File: src/rtl/serial_fas_if.sv
// serial_fas_if: handshake and operand/result bundle for serial_fas.
//   master: drives start, a_ns, a, b, cin; observes ready, valid, s, cout, ovf
//   slave : the arithmetic unit side
interface serial_fas_if #(
  parameter int WIDTH = 8
);
  logic             start;
  logic             a_ns;
  logic             cin;
  logic [WIDTH-1:0] a;
  logic [WIDTH-1:0] b;
  logic             ready;
  logic             valid;
  logic [WIDTH-1:0] s;
  logic             cout;
  logic             ovf;

  modport master (
    output start, a_ns, cin, a, b,
    input  ready, valid, s, cout, ovf
  );

  modport slave (
    input  start, a_ns, cin, a, b,
    output ready, valid, s, cout, ovf
  );
endinterface

File: src/rtl/serial_fas.sv
// serial_fas: digit-serial adder/subtractor, DIGIT bits per clock, LSB first.
//   clk   : clock, rising edge
//   rst_n : asynchronous active-low reset
//   bus   : serial_fas_if.slave
//           start/a_ns/a/b/cin in (sampled when accepted), ready/valid out,
//           s/cout/ovf registered results, updated only on completion.
//
// state  | meaning
// S_IDLE | waiting for start, ready=1
// S_RUN  | processing one digit per clock, counter 0..STEPS-1
// S_DONE | result held, valid=1, ready=1
module serial_fas #(
  parameter int WIDTH = 8,
  parameter int DIGIT = 1
) (
  input logic        clk,
  input logic        rst_n,
  serial_fas_if.slave bus
);
  localparam int STEPS = WIDTH / DIGIT;
  localparam int CW    = (STEPS > 1) ? $clog2(STEPS) : 1;

  if (WIDTH < 2 || DIGIT < 1 || (WIDTH % DIGIT) != 0) begin : g_bad_param
    $error("serial_fas: WIDTH must be >= 2 and divisible by DIGIT");
  end

  typedef enum logic [1:0] {
    S_IDLE,
    S_RUN,
    S_DONE
  } state_t;

  state_t           r_state;
  state_t           w_state_nxt;
  logic [CW-1:0]    r_cnt;
  logic [WIDTH-1:0] r_a;
  logic [WIDTH-1:0] r_b;
  logic             r_carry;
  logic             r_mode;
  logic [WIDTH-1:0] r_s;
  logic             r_cout;
  logic             r_ovf;

  logic             w_accept;
  logic             w_last;
  logic [DIGIT:0]   w_slice;
  logic             w_c_msb;
  logic [WIDTH-1:0] w_res_nxt;

  assign w_accept = bus.start && (r_state != S_RUN);
  assign w_last   = (r_state == S_RUN) && (r_cnt == CW'(STEPS - 1));

  assign w_slice = {1'b0, r_a[DIGIT-1:0]} + {1'b0, r_b[DIGIT-1:0]}
                 + {{DIGIT{1'b0}}, r_carry};
  // Carry into the slice MSB recovered from the MSB sum bit; on the last
  // step this is the carry into bit WIDTH-1 of the whole operation.
  assign w_c_msb = r_a[DIGIT-1] ^ r_b[DIGIT-1] ^ w_slice[DIGIT-1];

  // Partial result holds the already-computed upper part; the new digit is
  // placed on top so that after STEPS shifts the LSB digit sits at bit 0.
  if (STEPS == 1) begin : g_single
    assign w_res_nxt = w_slice[DIGIT-1:0];
  end else begin : g_multi
    logic [WIDTH-DIGIT-1:0] r_part;
    assign w_res_nxt = {w_slice[DIGIT-1:0], r_part};
    always_ff @(posedge clk or negedge rst_n) begin
      if (!rst_n) begin
        r_part <= '0;
      end else if (r_state == S_RUN) begin
        r_part <= w_res_nxt[WIDTH-1:DIGIT];
      end
    end
  end

  always_ff @(posedge clk or negedge rst_n) begin
    if (!rst_n) r_state <= S_IDLE;
    else        r_state <= w_state_nxt;
  end

  always_comb begin
    w_state_nxt = r_state;
    case (r_state)
      S_IDLE:  if (bus.start) w_state_nxt = S_RUN;
      S_RUN:   if (w_last)    w_state_nxt = S_DONE;
      S_DONE:  if (bus.start) w_state_nxt = S_RUN;
      default: w_state_nxt = S_IDLE;
    endcase
  end

  always_ff @(posedge clk or negedge rst_n) begin
    if (!rst_n) begin
      r_cnt   <= '0;
      r_a     <= '0;
      r_b     <= '0;
      r_carry <= 1'b0;
      r_mode  <= 1'b0;
      r_s     <= '0;
      r_cout  <= 1'b0;
      r_ovf   <= 1'b0;
    end else if (w_accept) begin
      // Subtract is a + ~b + ~cin; the borrow-in becomes an inverted carry.
      r_a     <= bus.a;
      r_b     <= bus.a_ns ? bus.b : ~bus.b;
      r_carry <= bus.a_ns ? bus.cin : ~bus.cin;
      r_mode  <= bus.a_ns;
      r_cnt   <= '0;
    end else if (r_state == S_RUN) begin
      r_a     <= r_a >> DIGIT;
      r_b     <= r_b >> DIGIT;
      r_carry <= w_slice[DIGIT];
      r_cnt   <= r_cnt + 1'b1;
      if (w_last) begin
        r_s    <= w_res_nxt;
        r_cout <= r_mode ? w_slice[DIGIT] : ~w_slice[DIGIT];
        r_ovf  <= w_c_msb ^ w_slice[DIGIT];
      end
    end
  end

  assign bus.ready = (r_state != S_RUN);
  assign bus.valid = (r_state == S_DONE);
  assign bus.s     = r_s;
  assign bus.cout  = r_cout;
  assign bus.ovf   = r_ovf;
endmodule

File: src/flat_wrapper.sv
// flat-port wrapper written by rule: the top's interface ports become plain ports
module serial_fas_flat 
#(
  parameter int WIDTH = 8,
  parameter int DIGIT = 1
)
  (clk, rst_n, bus_start, bus_a_ns, bus_cin, bus_a, bus_b, bus_ready, bus_valid, bus_s, bus_cout, bus_ovf);
  serial_fas_if #(.WIDTH(WIDTH)) bus_i ();
  input logic clk;
  input logic rst_n;
  input wire logic [$bits(bus_i.start)-1:0] bus_start;
  input wire logic [$bits(bus_i.a_ns)-1:0] bus_a_ns;
  input wire logic [$bits(bus_i.cin)-1:0] bus_cin;
  input wire logic [$bits(bus_i.a)-1:0] bus_a;
  input wire logic [$bits(bus_i.b)-1:0] bus_b;
  output wire logic [$bits(bus_i.ready)-1:0] bus_ready;
  output wire logic [$bits(bus_i.valid)-1:0] bus_valid;
  output wire logic [$bits(bus_i.s)-1:0] bus_s;
  output wire logic [$bits(bus_i.cout)-1:0] bus_cout;
  output wire logic [$bits(bus_i.ovf)-1:0] bus_ovf;
  assign bus_i.start = bus_start;
  assign bus_i.a_ns = bus_a_ns;
  assign bus_i.cin = bus_cin;
  assign bus_i.a = bus_a;
  assign bus_i.b = bus_b;
  assign bus_ready = bus_i.ready;
  assign bus_valid = bus_i.valid;
  assign bus_s = bus_i.s;
  assign bus_cout = bus_i.cout;
  assign bus_ovf = bus_i.ovf;
  serial_fas #(.WIDTH(WIDTH), .DIGIT(DIGIT)) u_core (.clk(clk), .rst_n(rst_n), .bus(bus_i));
endmodule
File: config.mk
export PLATFORM = sky130hd
export DESIGN_NAME = serial_fas_flat
export DESIGN_NICKNAME = d
export VERILOG_FILES = /design/src/rtl/serial_fas_if.sv /design/src/rtl/serial_fas.sv /design/src/flat_wrapper.sv
export SDC_FILE = /design/constraint.sdc
export NUM_CORES = 1
export LEC_CHECK = 0
export CORE_UTILIZATION = 45
export CTS_BUF_LIST = sky130_fd_sc_hd__clkbuf_2 sky130_fd_sc_hd__clkbuf_4 sky130_fd_sc_hd__clkbuf_8
export DETAILED_ROUTE_END_ITERATION = 10
export GPL_ROUTABILITY_DRIVEN = 0
export PLACE_DENSITY = 0.7
export SLEW_MARGIN = 20
export SYNTH_ARGS = -nofsm -noshare
export SYNTH_HDL_FRONTEND = slang
export SYNTH_SLANG_ARGS = --single-unit
File: constraint.sdc
create_clock -name clk -period 1.7 [get_ports clk]
set_input_delay 0.17 -clock clk [delete_from_list [all_inputs] [get_ports clk]]
set_output_delay 0.17 -clock clk [all_outputs]
set_load 0.05 [all_outputs]
Word-level counts from Yosys, hierarchy flattened
Index checks and enable logic that the tools add are counted.

Bits in registers: 40. Word-level logic and storage cells: 47. Output and inout bits: 12.

Eq/ne operators: 6. Bitwise logic cells: 7. Multiplexer cells: 14. Add/sub/neg operators: 3. Reductions and logical operators: 7.

Operators by type and width (number): 8-bit two-way mux (5); 8-bit NOT (1); 3-bit two-way mux (2); 2-bit by 1-bit != test with 1-bit output (second input constant) (3); 1-bit two-way mux (4); 2-bit two-way mux (2); 2-bit one-hot mux with 2 select lines (1); 3-bit by 1-bit adder with 3-bit output (second input constant) (1); 3-bit equality test (second input constant) (1); 1-bit NOT (3); 3-bit AND reduction (1); 1-bit bitwise XOR (3); 1-bit by 1-bit adder with 2-bit output (1); 2-bit by 1-bit adder with 2-bit output (1); 2-bit by 1-bit equality test with 1-bit output (second input constant) (1); 2-bit equality test (second input constant) (1); 1-bit logical AND (2); 2-bit logical NOT (1); 2-bit AND reduction (1); 2-bit nonzero test (1); 2-bit OR reduction (1).

Logic depth before layout (Yosys ltp)
Word-level depth: 4. Mapped depth: 6.

Least setup slack after synthesis
OpenSTA, ideal clock, no wires.

Path type: reg-to-reg. Start point: register u_core.r_cnt[0]. End point: register u_core.r_s[0] (netlist: u_core.bus.s[0]). Data arrival time: 1398 ps. Stages on the path, launching flop included: 6. Slack: 177 ps. Buffers on the path: 1. Clock period less this slack: 1523 ps. Library setup time: 125 ps. Cell sequence: dfrtp_1 ha_1 ha_1 nand3b_4 buf_4 mux2_2.

Cells in the longest elaborated chain, start to end: 3.

Ends and longest elaborated chain: start, declared (RTL line serial_fas.sv:35) `logic [CW-1:0] r_cnt;`; start signal, assigned (RTL line serial_fas.sv:111) `r_cnt <= r_cnt + 1'b1;`; 3-bit equality test (RTL line serial_fas.sv:51) `assign w_last = (r_state == S_RUN) && (r_cnt == CW'(STEPS - 1));`; 1-bit logical AND (RTL line serial_fas.sv:51); 3-bit AND reduction (no source line); end signal, assigned (RTL line serial_fas.sv:113) `r_s <= w_res_nxt;`; end, declared (RTL line serial_fas.sv:40) `logic [WIDTH-1:0] r_s;`.

No other way between the ends. A chain may end at the register's enable or synchronous reset.

Final worst setup path
Start point: register u_core.r_s[5] (netlist: u_core.bus.s[5]). End point: output bus_s[5].

RTL lines: end, declared (RTL line flat_wrapper.sv:18) `output wire logic [$bits(bus_i.s)-1:0] bus_s;`.

No word-level cell between the ends.

==> reports/results.tsv <==
metric	value	unit
period_minus_slack	1.624	ns
yosysSeqAreaShare	52.84	%
p_leak	1.094	nW
cp_max_fo	2	
required	1.53	ns
rsz0062_at_grt	false	
vdd_drop_max	0.7267	mV
clk_pin_slew	0.07	ns
slew_violations	0	
finalClockSkew	0.007169	ns
cts_buffer_depth	2	
avgViaCountPerCell	4.973	
max_freq	0.6158	GHz
postCtsHoldBufs	1	
synth_area_leaders	dfrtp_1 (53%), nand2_1 (8.3%), xnor2_1 (6.0%)	
io_pins	33	
clock-root-buffer	clkbuf_8	
cts_made_buffers	5	
cts_sinks	40	
num_rows	23	
insertion_delay	0.29	ns
grt_pass1_wl	5685	um
cp_slowest_cell	clkdlybuf4s50_1	
dieWidth	66.88	um
dr.pass1.iters	4	
antenna_found_initial	0	
fin_crit_sh	95.53	%
slowest_delay	0.80	ns
final_cell_area	2341	sq um
path_cells	clkdlybuf4s50_1	
yosys_warnings	0	
critPathLaunchType	flop	
criticalPathCategory	reg2out	
hold_class	in2async	
grt_start_max_net_pins	38	
post_route_cells_drive_above_1_share	17.37	%
tightest_slew	0.5056	ns
fill_cells	334	
status	finished, final reports clean	
ys_types	26	
initial_core_util	47.02	%
powerDensity	1891	nW/um^2
numPlacedInstances	254	
cts_tree	yes	
die_h	66.88	um
crit_family	buffers and inverters	
synth_seq_cells	40	
synth_cells	177	
worst-r2r-cell-count	5	
avgSynthCellArea	10.70	sq um
hold_ws	0.3710	ns
wl	3384	um
drc	0	
post-cts-setup-buffer-count	0	
placed_cell_area	2238	sq um
postRouteAntennaNets	0	
cap_violations	0	
synth_top_area_share	52.84	%
yosysTopAreaCell	dfrtp_1	
portBuffers	32	
crit_path_end_kind	output port	
instances_no_fill	263	
initialDrtViolationCount	59	
grt_usage	17.84	%
area_delta_synth_final	23.58	%
arrival	1.45	ns
syn_nets	201	
htreeDepth	2	
netlist_area	1894	sq um
cp.depth	1	
route.vias.total	1308	
power.total	4.427	mW
core	4029	sq um
drt-wirelength-per-cell	12.87	um
setup-violations-final	0	
nets	236	
grt_pass1_vias	1257	
hpwlAfterDp	2341	um
fin_setup_tns	0	ns
n_antenna_cell	0	
overflow	0	
hold_viol_final	0	
ctsResizeCount	0	
dieArea	4473	sq um
path_buf_inv	1	
slew_headroom	66.30	%
==> logic make-up after synthesis <==
family | Yosys count | share of synthesized area (%)
mux | 17 | 10.11
buf+inv | 16 | 5.548
simple gates | 56 | 14.07
compound gates | 32 | 9.049
fa+ha+maj | 3 | 2.378
flops | 40 | 52.84
xor+xnor | 13 | 6.011
==> cells in the final DEF (no fill, tap or decap) <==
cell type         n
a21oi_1          15
a22o_1            1
a22oi_1           1
and2b_1           1
buf_12            1
buf_2             1
buf_4             7
clkbuf_8          6
clkdlybuf4s50_1  29
clkinv_2          2
dfrtp_1          40
dlygate4sd3_1     1
fa_1              1
ha_1              2
inv_1             4
inv_2             1
mux2_2            7
mux2i_1           9
mux2i_4           1
nand2_1          42
nand2_4           1
nand3_1           1
nand3b_4          1
nor2_1            2
nor2_2            7
nor2b_4           1
o21ai_0          13
o21ai_2           1
o22ai_1           1
xnor2_1          13
==> synth_stat cells <==
cell type	instances
mux2i_4	1
a22o_1	1
nand2_1	42
a21oi_1	15
nor2_2	7
ha_1	2
nand2_4	1
nand3_1	1
inv_1	4
mux2_2	7
o21ai_2	1
nor2b_4	1
and2b_1	1
o21ai_0	13
o22ai_1	1
mux2i_1	9
fa_1	1
nand3b_4	1
nor2_1	2
dfrtp_1	40
xnor2_1	13
a22oi_1	1
buf_4	5
buf_2	3
inv_2	1
buf_6	3
==> per-layer routing <==
layer | vias up | wire length, um | global-route usage, %
met5 | - | 0 | 0
met4 | 0 | 61 | 7.979
met3 | 6 | 172 | 5.993
met2 | 37 | 1653 | 30.30
met1 | 618 | 1496 | 20.07
li1 | 647 | - | -
==> registers in the layout (all words and copies together) (netlist names) <==
signal and flops:
u_core.r_mode 1, u_core.r_state 2, u_core.bus.cout 1, u_core.g_multi.r_part 7, u_core.r_cnt 3, u_core.bus.ovf 1, u_core.bus.s 8, u_core.r_a 8
u_core.r_b 8, u_core.r_carry 1
==> stage by stage <==
step / util (%) / setup WS (ns)
floorplan: - / 0.1770
global placement: 55.56 / 0.2119
detailed placement: 55.56 / 0.1680
CTS: 58.11 / 0.06827
global route: 58.11 / 0.01725
finish: 58.11 / 0.07604
==> layout make-up <==
| type | count | area, sq um | area share, % |
|---|---|---|---|
| flip-flops and latches | 40 | 1001 | 42.76 |
| multi-input cells | 121 | 788.3 | 33.67 |
| repair buffers | 39 | 377.9 | 16.14 |
| clock buffers | 6 | 82.58 | 3.528 |
| well taps | 50 | 62.56 | 2.672 |
| inverters | 5 | 18.77 | 0.8017 |
| clock inverters | 2 | 10.01 | 0.4276 |
==> final timing paths <==
check,start,end,slack [ns]
hold reg to reg,u_core.g_multi.r_part[0],u_core.g_multi.r_part[0],0.49
min in group clk,u_core.g_multi.r_part[0],u_core.g_multi.r_part[0],0.49
setup reg to reg,u_core.r_b[0],u_core.bus.ovf,0.14
hold / removal,rst_n,u_core.bus.s[2],0.37
max in group asynchronous,rst_n,u_core.r_a[6],0.78
setup / recovery,u_core.bus.s[5],bus_s[5],0.08
==> where the power goes <==
| group | switching, mW | internal, mW |
|---|---|---|
| clock network | 0.318 | 0.323 |
| logic | 1.25 | 0.870 |
| registers | 0.281 | 1.39 |
Power figures use the tool's default switching activity.
